--- src/rtl/cpu_types_pkg.sv ---
// Shared CPU datapath types: 32-bit machine word and the ALU operation encoding.
package cpu_types_pkg;

    typedef logic [31:0] word_t;

    typedef enum logic [3:0] {
        ALU_SLL  = 4'd0,
        ALU_SRL  = 4'd1,
        ALU_ADD  = 4'd2,
        ALU_SUB  = 4'd3,
        ALU_AND  = 4'd4,
        ALU_OR   = 4'd5,
        ALU_XOR  = 4'd6,
        ALU_NOR  = 4'd7,
        ALU_SLT  = 4'd8,
        ALU_SLTU = 4'd9
    } aluop_t;

endpackage

--- src/rtl/alu_issue_unit.sv ---
// Issues valid/ready commands to a combinational ALU, captures its result after a
// fixed settle time and returns tagged responses in order through a small FIFO.
module alu_issue_unit
    import cpu_types_pkg::*;
#(
    parameter int unsigned SETTLE_CYCLES = 1,
    parameter int unsigned RSP_DEPTH     = 2,
    parameter int unsigned TAG_W         = 4
) (
    input  logic             CLK,
    input  logic             nRST,
    input  logic             cmd_valid,
    output logic             cmd_ready,
    input  aluop_t           cmd_op,
    input  word_t            cmd_a,
    input  word_t            cmd_b,
    input  logic [TAG_W-1:0] cmd_tag,
    output aluop_t           ALUOP,
    output word_t            porta,
    output word_t            portb,
    input  word_t            outport,
    input  logic             neg,
    input  logic             over,
    input  logic             zero,
    output logic             rsp_valid,
    input  logic             rsp_ready,
    output word_t            rsp_result,
    output logic             rsp_neg,
    output logic             rsp_over,
    output logic             rsp_zero,
    output logic [TAG_W-1:0] rsp_tag,
    output logic             busy,
    output logic [15:0]      ops_count
);

    localparam int unsigned CNT_W = (SETTLE_CYCLES > 1) ? $clog2(SETTLE_CYCLES) : 1;
    localparam int unsigned PTR_W = (RSP_DEPTH > 1) ? $clog2(RSP_DEPTH) : 1;
    localparam int unsigned CW    = $clog2(RSP_DEPTH + 1);

    typedef enum logic {
        IDLE,
        SETTLE
    } state_t;

    typedef struct packed {
        word_t            result;
        logic             neg;
        logic             over;
        logic             zero;
        logic [TAG_W-1:0] tag;
    } rsp_t;

    state_t           state_q;
    logic             cmd_ready_q;
    aluop_t           op_q;
    word_t            a_q;
    word_t            b_q;
    logic [TAG_W-1:0] tag_q;
    logic [CNT_W-1:0] cnt_q;
    logic [15:0]      ops_q;

    rsp_t             mem_q [RSP_DEPTH];
    logic [PTR_W-1:0] wr_q;
    logic [PTR_W-1:0] rd_q;
    logic [CW-1:0]    count_q;
    logic [CW-1:0]    count_d;

    logic accept;
    logic push;
    logic pop;
    logic room_d;

    function automatic logic [PTR_W-1:0] ptr_inc(input logic [PTR_W-1:0] p);
        return (p == PTR_W'(RSP_DEPTH - 1)) ? '0 : p + PTR_W'(1);
    endfunction

    assign accept = cmd_valid && cmd_ready_q;
    assign push   = (state_q == SETTLE) && (cnt_q == '0);
    assign pop    = (count_q != '0) && rsp_ready;

    always_comb begin
        count_d = count_q;
        if (push && !pop) begin
            count_d = count_q + CW'(1);
        end else if (!push && pop) begin
            count_d = count_q - CW'(1);
        end
    end

    // cmd_ready is registered from the post-edge occupancy, so a pop frees the slot next cycle.
    assign room_d = (count_d < CW'(RSP_DEPTH));

    always_ff @(posedge CLK or negedge nRST) begin
        if (!nRST) begin
            state_q     <= IDLE;
            cmd_ready_q <= 1'b0;
            op_q        <= aluop_t'('0);
            a_q         <= '0;
            b_q         <= '0;
            tag_q       <= '0;
            cnt_q       <= '0;
            ops_q       <= '0;
        end else begin
            case (state_q)
                IDLE: begin
                    if (accept) begin
                        op_q        <= cmd_op;
                        a_q         <= cmd_a;
                        b_q         <= cmd_b;
                        tag_q       <= cmd_tag;
                        cnt_q       <= CNT_W'(SETTLE_CYCLES - 1);
                        state_q     <= SETTLE;
                        cmd_ready_q <= 1'b0;
                    end else begin
                        cmd_ready_q <= room_d;
                    end
                end
                SETTLE: begin
                    if (cnt_q != '0) begin
                        cnt_q <= cnt_q - CNT_W'(1);
                    end else begin
                        state_q     <= IDLE;
                        ops_q       <= ops_q + 16'd1;
                        cmd_ready_q <= room_d;
                    end
                end
                default: begin
                    state_q     <= IDLE;
                    cmd_ready_q <= 1'b0;
                end
            endcase
        end
    end

    always_ff @(posedge CLK or negedge nRST) begin
        if (!nRST) begin
            for (int unsigned i = 0; i < RSP_DEPTH; i++) begin
                mem_q[i] <= '0;
            end
            wr_q    <= '0;
            rd_q    <= '0;
            count_q <= '0;
        end else begin
            if (push) begin
                mem_q[wr_q] <= '{result: outport, neg: neg, over: over, zero: zero, tag: tag_q};
                wr_q        <= ptr_inc(wr_q);
            end
            if (pop) begin
                rd_q <= ptr_inc(rd_q);
            end
            count_q <= count_d;
        end
    end

    assign cmd_ready  = cmd_ready_q;
    assign busy       = (state_q == SETTLE);
    assign ops_count  = ops_q;
    assign ALUOP      = op_q;
    assign porta      = a_q;
    assign portb      = b_q;
    assign rsp_valid  = (count_q != '0);
    assign rsp_result = mem_q[rd_q].result;
    assign rsp_neg    = mem_q[rd_q].neg;
    assign rsp_over   = mem_q[rd_q].over;
    assign rsp_zero   = mem_q[rd_q].zero;
    assign rsp_tag    = mem_q[rd_q].tag;

endmodule

--- config.mk ---
export PLATFORM = sky130hd
export DESIGN_NAME = alu_issue_unit
export DESIGN_NICKNAME = d
export VERILOG_FILES = /design/src/rtl/cpu_types_pkg.sv /design/src/rtl/alu_issue_unit.sv
export SDC_FILE = /design/constraint.sdc
export NUM_CORES = 1
export LEC_CHECK = 0
export ABC_AREA = 1
export CORE_AREA = 5 5 175 177
export DETAILED_ROUTE_END_ITERATION = 16
export DIE_AREA = 0 0 180 182
export HOLD_SLACK_MARGIN = 0.05
export SYNTH_ARGS = -nofsm -noshare
export SYNTH_HDL_FRONTEND = slang
export SYNTH_SLANG_ARGS = --single-unit
export TNS_END_PERCENT = 1
--- constraint.sdc ---
create_clock -name CLK -period 2.2 [get_ports CLK]
set_input_delay 0.55 -clock CLK [delete_from_list [all_inputs] [get_ports CLK]]
set_output_delay 0.55 -clock CLK [all_outputs]
set_load 0.01 [all_outputs]
**Word level (Yosys, flattened, before mapping)**

Index checks and enable logic that the tools add are counted.

- Register bits: 173
- Input port bits: 111
- Output and inout port bits: 126
- Logic and storage cells: 67

- Add/subtract/negate cells: 6
- Order comparisons: 4
- Equal/unequal tests: 2
- Muxes and demuxes: 19
- Bitwise operators: 4
- Reduce and logical (&&, ||, !) cells: 11

Operator list:

| kind | number |
|---|---|
| 39-bit 2-to-1 mux | 4 |
| 78-bit bitwise mux | 1 |
| 39-bit demux with 1-bit select | 1 |
| 16-bit by 1-bit adder with 16-bit output, second input constant | 1 |
| 1-bit 2-to-1 mux | 8 |
| 1-bit logical AND | 6 |
| 1-bit one-hot mux with 2 select lines | 3 |
| 2-bit >= comparator, second input constant | 2 |
| 2-bit 2-to-1 mux | 2 |
| 2-bit != test, second input constant | 2 |
| 1-bit NOT with 2-bit output | 2 |
| 2-bit AND reduction | 2 |
| 1-bit adder, second input constant | 2 |
| 2-bit by 1-bit adder with 2-bit output, second input constant | 1 |
| 1-bit logical NOT | 2 |
| 2-bit by 1-bit < comparator with 1-bit output, second input constant | 1 |
| 2-bit < comparator, second input constant | 1 |
| 1-bit NOT | 2 |
| 2-bit nonzero test | 1 |
| 2-bit by 1-bit subtractor with 2-bit output, second input constant | 1 |
| 1-bit subtractor, second input constant | 1 |

**Logic depth before layout (Yosys ltp)**

- Word-level depth: 9
- Depth in mapped cells: 10
- Gate-level depth less buffers: 10

**Worst setup path before layout**

Ideal clock, no wire load.

- Path kind: reg2out
- From: register rd_q
- To: output rsp_result[20]
- Arrival: 0.982 ns
- Data required time: 1.650 ns
- Slack: 0.668 ns
- Cell stages (with the launch flop): 5
- Buffers on the path: 2
- Cells stage by stage: dfrtp_1 -> buf_2 -> buf_1 -> nand2_1 -> nand2_1

- Word-level cells in the longest chain between the ends: 4

RTL lines:

| what | line | RTL |
|---|---|---|
| start: declaration | alu_issue_unit.sv:64 | `logic [PTR_W-1:0] rd_q;` |
| start signal: assignment | alu_issue_unit.sv:149 | `rd_q <= ptr_inc(rd_q);` |
| 1-bit NOT with 2-bit output (not written as such) | alu_issue_unit.sv:162 | `assign rsp_result = mem_q[rd_q].result;` |
| 39-bit 2-to-1 mux (3 in a row) | -- |  |
| end: declaration | alu_issue_unit.sv:27 | `output word_t rsp_result,` |

No other way between the ends. The select of a mux whose other input is x is not followed.

**Worst setup path in the final report**

- From: register rd_q
- To: output rsp_result[8]

The elaborated chain is that of the path after synthesis.

==> flow_metrics.py <==
metrics = {
    "run_status": {
        "outcome": "finished with violations",
        "violations": "negative setup slack",
    },
    "global_route": {
        "track_usage_pct": 12.4,
        "grt_overflow_total": 0,
        "grt_max_degree": 79,
        "grt_pass1_vias": 6245,
        "antenna_found_initial": 0,
        "grt_pass1_wl_mm": 33.3,
    },
    "worst_setup_path": {
        "reg2reg_from": "busy",
        "critPathArrivalTime_ps": 1790,
        "r2r-end": "mem_q[41]",
        "critPathLaunchType": "flop",
        "r2r_cells": 4,
        "cp.required_ps": 1650,
        "cp-end-kind": "output port",
        "crit_fanout": 13,
        "rrSetupSlack_ps": 500,
        "path_class": "reg -> out",
    },
    "floorplanning": {
        "ios": 237,
        "rows": 63,
        "initial_utilization_pct": 24.4,
        "core_mm2": 0.0291,
        "die_area_mm2": 0.0328,
        "fp.dieH_um": 182,
        "die_x_um": 180,
    },
    "synthesis": {
        "ys_ff_latch": 172,
        "avgSynthCellArea_um2": 8.47,
        "yosys_warnings": 0,
        "yosysTopAreaCellShare_pct": 60.6,
        "syn_inst": 838,
        "synth_fp_nets": 953,
        "yosysUniqueCellTypes": 22,
        "yosysTopAreaCell": "dfrtp_1",
        "netlist_area_mm2": 0.00710,
        "ys_seq_area_share_pct": 60.6,
        "synth_area_leaders": "dfrtp_1 (61%), nand2_1 (23%), o21ai_0 (4.2%)",
    },
    "final_layout": {
        "final_core_util_pct": 36.4,
        "drive_gt1_share_pct": 6.91,
        "antenna_cells": 0,
        "final_cell_count_no_fill": 1476,
        "nets": 1188,
        "syn2layout_area_growth_pct": 49.2,
    },
    "place": {
        "dp.cells": 1441,
        "dpl.hpwl_mm": 13.9,
        "portBuffers": 236,
        "dp_slack_ps": 191,
        "routabilityCongestion": 0.804,
    },
    "routing": {
        "postRouteAntennaNets": 0,
        "vias": 5978,
        "viasPerCell": 4.05,
        "wl_per_cell_um": 13.5,
        "first_pass_iters": 4,
        "drc": 0,
        "drtIter0Drc": 332,
        "wirelength_mm": 20.0,
    },
    "sta": {
        "worstMarginPinSlew_ps": 794,
        "relSlewSlack_pct": 47.1,
        "setup_viol": 14,
        "fin_crit_ps": 2340,
        "rsz0062_at_grt": "true",
        "clock.fmax_ghz": 0.428,
        "tns_ps": -797,
        "drv_slew": 0,
        "timing.final.crit_share_pct": 106,
        "hold_viol": 0,
        "timing.final.ws_setup_ps": -136,
        "hold_slack_ps": 105,
        "finClkSkew_ps": 12.8,
    },
    "power_and_ir_drop": {
        "power_per_cell_area_mw_per_mm2": 1380,
        "peakVddDrop_mv": 0.492,
        "leakage_nw": 5.41,
    },
    "cts": {
        "cts_buffers": 17,
        "clk_pin_slew_ps": 80,
        "cts_hold_buf": 0,
        "h-tree-depth": 4,
        "clock_latency_ps": 430,
        "cts_buffer_depth": 2,
        "cts_sinks": 172,
        "cts_tree": "yes",
        "cts_root_buf": "clkbuf_16",
    },
    "min_path": {
        "worstHoldPathType": "in -> async",
    },
    "flow_run": {
        "cap_violations": 0,
    },
}
[flip-flops by register name (all words and copies together) (netlist names)]
register	count
ALUOP	4
count_q	2
tag_q	4
ops_count	16
mem_q	78
portb	32
porta	32
rd_q	1
busy	1
wr_q	1
cmd_ready	1
[cell families (layout without fill, tap and decap cells)]
logic type                 Yosys count  in the layout  synth area share, %
AOI/OAI and AO/OA                   87             87                 6.13
xor gates and xnor gates            12             12                 1.48
adders and majority gates            4              4                0.705
buffers and inverters               98            346                 6.05
DFF                                172            172                 60.6
and+or+nand+nor                    465            465                 25.0
[cells in the final DEF (no fill, tap or decap), types with 12 or more instances in the layout]
| cell | Yosys | layout |
|---|---|---|
| clkbuf_16 | 0 | 17 |
| dlymetal6s2s_1 | 0 | 14 |
| dfrtp_1 | 172 | 172 |
| nand2_1 | 437 | 433 |
| buf_2 | 19 | 12 |
| o21ai_0 | 60 | 60 |
| inv_1 | 55 | 54 |
| clkdlybuf4s50_1 | 0 | 197 |
| o21ai_1 | 27 | 27 |
| dlygate4sd2_1 | 0 | 12 |
| nor2_1 | 14 | 14 |
[cell usage after synthesis]
| cell type | number |
|---|---|
| nand2_1 | 437 |
| dfrtp_1 | 172 |
| o21ai_0 | 60 |
| inv_1 | 55 |
| o21ai_1 | 27 |
| buf_2 | 19 |
| clkbuf_1 | 15 |
| nor2_1 | 14 |
| nand3_1 | 7 |
| xnor2_1 | 7 |
| xor2_1 | 5 |
| buf_6 | 4 |
| ha_1 | 4 |
| nand4_1 | 4 |
| buf_1 | 1 |
| buf_4 | 1 |
| clkbuf_2 | 1 |
| inv_2 | 1 |
| inv_4 | 1 |
| nand3_2 | 1 |
| nor3_1 | 1 |
| or2_1 | 1 |
[worst max-delay path, stage by stage (launching register included)]
cell and delay (ps):
dfrtp_1 430, inv_2 130, buf_12 150, nand2_1 50, nand2_1 60, clkdlybuf4s50_1 530
[report_power, final]
group | leakage, nW | switching, mW | total, mW | internal [mW]
clock | 0.291 | 1.44 | 2.99 | 1.55
combinational | 2.99 | 3.09 | 6.15 | 3.06
sequential | 2.14 | 0.835 | 5.43 | 4.60
total | 5.41 | 5.36 | 14.6 | 9.20
[worst max path at each step]
stage	start	end	slack, ps	depth (start not counted)
floorplan	rd_q	rsp_result[20]	670	4
global placement	rd_q	rsp_tag[3]	190	5
finish	rd_q	rsp_result[8]	-140	5
detailed placement	rd_q	rsp_tag[3]	190	5
global route	rd_q	rsp_result[5]	-240	4
CTS	rd_q	rsp_over	-200	4
[through the flow]
step / total power [mW] / cell area, um2
after floorplan: 8.31 / 7100
after global placement: 11.8 / 9960
after CTS: 14.9 / 10500
final: 14.6 / 10600
after detailed placement: 11.9 / 9960
after global routing: 15.8 / 10600
[layout make-up]
type	count	area, um2
clock inverter	14	146
tap	390	488
multi-input combinational	568	2370
sequential	172	4300
fill	2952	18500
timing repair buffer	257	2620
inverter	57	216
clock buffer	18	439
[routing by layer]
layer	share of wire (%)	wire length (um)	vias up	track usage, %
met5	0	0	-	0
met4	0.81	162	0	2.86
met3	10	2020	10	6.31
met2	44	8800	196	19.5
met1	45	8980	2741	15.4
li1	-	-	3031	-
[timing repair]
| item | 4_1_cts | 5_1_grt |
|---|---|---|
| resized for setup | 66 | 19 |
| endpoints found under the setup margin | 40 | 23 |
| endpoints found under the hold margin | 0 | 0 |
| setup buffers | 1 | 1 |
| pin swaps | 0 | 0 |
| cloned | 1 | 0 |
Power figures use the tool's default switching activity.
